--- config.mk ---
export PLATFORM = sky130hd
export DESIGN_NAME = vga_sync
export DESIGN_NICKNAME = d
export VERILOG_FILES = /design/src/rtl/vga_sync.sv
export SDC_FILE = /design/constraint.sdc
export NUM_CORES = 1
export LEC_CHECK = 0
export CORE_UTILIZATION = 37
export CTS_CLUSTER_SIZE = 10
export DETAILED_ROUTE_END_ITERATION = 6
export PLACE_DENSITY_LB_ADDON = 0.25
export SLEW_MARGIN = 20
export SYNTH_ARGS = -nofsm -noshare
export SYNTH_HDL_FRONTEND = slang
export SYNTH_SLANG_ARGS = --single-unit
--- constraint.sdc ---
create_clock -name clk -period 5.11 [get_ports clk]
set_clock_uncertainty 0.1 [all_clocks]
set_input_delay 1.022 -clock clk [delete_from_list [all_inputs] [get_ports clk]]
set_output_delay 1.022 -clock clk [all_outputs]
set_load 0.01 [all_outputs]
--- src/rtl/vga_sync.sv ---
// VGA timing generator: pixel-rate divider, h/v position counters and
// sync/visible decode taken straight from the counter registers.
module vga_sync #(
    parameter int CLK_DIV  = 2,
    parameter int H_FP     = 16,
    parameter int H_SYNC   = 96,
    parameter int H_BP     = 48,
    parameter int H_ACTIVE = 640,
    parameter int V_FP     = 10,
    parameter int V_SYNC   = 2,
    parameter int V_BP     = 29,
    parameter int V_ACTIVE = 480
) (
    input  logic       clk,
    input  logic       rst,
    output logic       pix_tick,
    output logic [9:0] h_count,
    output logic [9:0] v_count,
    output logic       bright,
    output logic       hsync,
    output logic       vsync,
    output logic       frame_start
);

    localparam int H_TOTAL = H_FP + H_SYNC + H_BP + H_ACTIVE;
    localparam int V_TOTAL = V_FP + V_SYNC + V_BP + V_ACTIVE;
    localparam int DW      = (CLK_DIV > 1) ? $clog2(CLK_DIV) : 1;

    localparam logic [DW-1:0] DIV_LAST = DW'(CLK_DIV - 1);
    localparam logic [9:0] H_LAST  = 10'(H_TOTAL - 1);
    localparam logic [9:0] V_LAST  = 10'(V_TOTAL - 1);
    localparam logic [9:0] HS_BEG  = 10'(H_FP);
    localparam logic [9:0] HS_END  = 10'(H_FP + H_SYNC - 1);
    localparam logic [9:0] VS_BEG  = 10'(V_FP);
    localparam logic [9:0] VS_END  = 10'(V_FP + V_SYNC - 1);
    localparam logic [9:0] H_VIS   = 10'(H_FP + H_SYNC + H_BP);
    localparam logic [9:0] V_VIS   = 10'(V_FP + V_SYNC + V_BP);

    logic [DW-1:0] div_cnt_q, div_cnt_d;
    logic [9:0]    h_count_q, h_count_d;
    logic [9:0]    v_count_q, v_count_d;
    logic          div_last;

    // Gating with rst keeps the strobe low during reset even when CLK_DIV is 1.
    assign div_last = (div_cnt_q == DIV_LAST);
    assign pix_tick = div_last & ~rst;

    always_comb begin
        div_cnt_d = div_last ? '0 : div_cnt_q + 1'b1;
        h_count_d = h_count_q;
        v_count_d = v_count_q;
        if (pix_tick) begin
            if (h_count_q == H_LAST) begin
                h_count_d = '0;
                v_count_d = (v_count_q == V_LAST) ? '0 : v_count_q + 10'd1;
            end else begin
                h_count_d = h_count_q + 10'd1;
            end
        end
    end

    always_ff @(posedge clk or posedge rst) begin
        if (rst) begin
            div_cnt_q <= '0;
            h_count_q <= '0;
            v_count_q <= '0;
        end else begin
            div_cnt_q <= div_cnt_d;
            h_count_q <= h_count_d;
            v_count_q <= v_count_d;
        end
    end

    assign h_count     = h_count_q;
    assign v_count     = v_count_q;
    assign hsync       = ~((h_count_q >= HS_BEG) && (h_count_q <= HS_END));
    assign vsync       = ~((v_count_q >= VS_BEG) && (v_count_q <= VS_END));
    assign bright      = (h_count_q >= H_VIS) && (v_count_q >= V_VIS);
    assign frame_start = pix_tick && (h_count_q == '0) && (v_count_q == '0);

endmodule
==> impl_metrics.csv <==
group,metric,value,unit
setup_path,crit_fanout,6,
place,hpwl,2060,um
finish,multi_input_area,698,um2
finish,synthToLayoutAreaGrowth,24.4,%
synth,ys_seq_elements,21,
global_routing,grt_pass1_wl,4620,um
finish,drive_gt1_frac,0.0875,
setup_path,worstPathRequired,3.99,ns
drt,drt-vias-per-instance,5.47,
sta,final.setup.worst_slack,1.39,ns
power_and_ir_drop,power_density,247,mW/mm2
drt,wl,2760,um
finish,final_cell_mix,"clkdlybuf4s50_1, dfrtp_1, nor2_1",
cts,cts_tree,"yes",
finish,fin_util,0.478,
setup_path,rrSetupSlack,2.85,ns
setup_path,critPathLaunchType,"input pin",
synth,synth.avg_cell_area,9.56,um2
sta,period_needed,3.72,ns
sta,slew_violations,0,
floorplan,initial_utilization,0.384,
drt,drt-pass1-iter-count,4,
setup_path,path_class,"input pin to output pin",
cts,insertion_delay,0.30,ns
floorplan,ioPinCount,27,
synth,synth_warnings,0,
flow_run,max_cap_viol_count,0,
cts,cts_max_path_buffers,2,
global_routing,grt_start_max_net_pins,22,
global_routing,grt_overflow,0,
place,post-place-ws,1.42,ns
sta,tightest_slew,0.777,ns
sta,finalSetupViolCount,0,
global_routing,grt_usage,0.170,
sta,maxSlewHeadroom,0.482,
finish,regArea,526,um2
drt,ant_nets,0,
synth,synthCells,134,
setup_path,cp.arrival,2.60,ns
finish,layout.cells.most_common,"clkdlybuf4s50_1",
sta,min_period_over_period,0.728,
place,portBuffers,26,
finish,nets,170,
outcome,status,"complete, no violations",
power_and_ir_drop,ir_drop,0.157,mV
drt,wl_per_cell,13.4,um
cts,clk_pin_slew,0.11,ns
finish,fillCellCount,339,
drt,drt_iter0_markers,21,
worst_hold_path,hold_class,"register to register",
sta,grt_setup_unrepaired,"no",
synth,synth_nets,143,
floorplan,coreArea,0.00334,mm2
sta,timing.fmax,0.269,GHz
synth,seq_area_frac_synth,0.410,
drt,num_vias,1127,
synth,synth_enable_flop_cells,0,
floorplan,num_rows,21,
sta,tns,0,ns
power_and_ir_drop,p_total,0.393,mW
cts,htree_levels,1,
synth,ys.flop_type,"dfrtp_1",
global_routing,grt_pass1_vias,1035,
floorplan,die_area,0.00370,mm2
cts,cts_resized,0,
drt,drc,0,
cts,ctsRootBufferMaster,"clkbuf_4",
synth,syn_area,0.00128,mm2
floorplan,die_w,60.8,um
setup_path,endpoint_kind,"output pin",
cts,cts_setup_buffers,0,
finish,antenna_cells,0,
cts,numCtsBuffers,3,
synth,synthArstFlopShare,1.00,
cts,postCtsHoldBufs,0,
place,globalplace.congestion,0.912,
global_routing,antenna_found_initial,0,
sta,hold_viol,0,
cts,clock_sinks,21,
power_and_ir_drop,leakagePower,0.691,nW
synth,ys_types,41,
floorplan,dieHeight,60.8,um
## layout make-up
cell class,count,share of cell area
multi-input combinational,102,0.438
sequential,21,0.330
timing repair buffer,26,0.163
tap,46,0.0361
clock buffer,4,0.0165
inverter,7,0.0165
## cells in the mapped netlist, types with 3 or more instances
master   instances  share of area
nor2_1          11          0.032
inv_1            7          0.021
dfrtp_1         21           0.41
a22o_1           3          0.021
nand4_1          6          0.029
ha_1             7          0.068
or3_1            3          0.015
xnor2_1          4          0.027
nand3_1          9          0.035
nand2_1         10          0.029
xor2_1           3          0.021
nor3_1           5          0.020
o21ai_0          8          0.031
## per-layer routing
layer	part of all wire	track usage	vias to the layer above
li1	-	-	541
met1	0.47	0.226	553
met2	0.48	0.267	31
met3	0.035	0.0213	2
met4	0.0054	0.0942	0
met5	0	0	-
## registers in the layout, indices dropped and copies added, names as in the netlist
signal,cells
div_cnt_q,1
h_count,10
v_count,10
## critical path, cell delays in order
cell,delay (ns)
clkdlybuf4s50_1,0.42
nand2b_4,0.17
nor4_1,0.21
and4_1,0.23
clkdlybuf4s50_1,0.54
## cells by family (layout without fill, tap and decap cells)
family / after synthesis / after routing / share of synthesized area
flip-flops: 21 / 21 / 0.410
XOR/XNOR: 7 / 7 / 0.0479
multiplexers: 2 / 2 / 0.0176
AO/OA/AOI/OAI: 23 / 23 / 0.114
AND/OR/NAND/NOR: 63 / 63 / 0.297
buffers and inverters: 11 / 37 / 0.0449
adder cells (fa/ha/maj): 7 / 7 / 0.0684
## stage by stage
step | hold WS [ns] | cells | area (um2)
after detailed placement | 0.373 | 202 | 1570
after CTS | 0.390 | 206 | 1590
after floorplan | 0.354 | 134 | 1280
final | 0.383 | 206 | 1590
after global placement | 0.367 | 202 | 1570
after global routing | 0.433 | 206 | 1590
## power by group
| part | leakage (nW) | internal [mW] | switching (mW) |
|---|---|---|---|
| Clock | 0.0150 | 0.0304 | 0.0494 |
| Sequential | 0.270 | 0.182 | 0.0307 |
| Combinational | 0.406 | 0.0563 | 0.0441 |
| Total | 0.691 | 0.269 | 0.124 |
## path summary, 6_finish.rpt
kind,startpoint,to,cells after the start
min reg2reg,div_cnt_q,div_cnt_q,1
max reg2reg,h_count[1],v_count[5],5
min in group asynchronous,rst,div_cnt_q,2
max,rst,frame_start,5
max in group asynchronous,rst,v_count[6],2
min,div_cnt_q,div_cnt_q,1
Power figures use the tool's default switching activity.
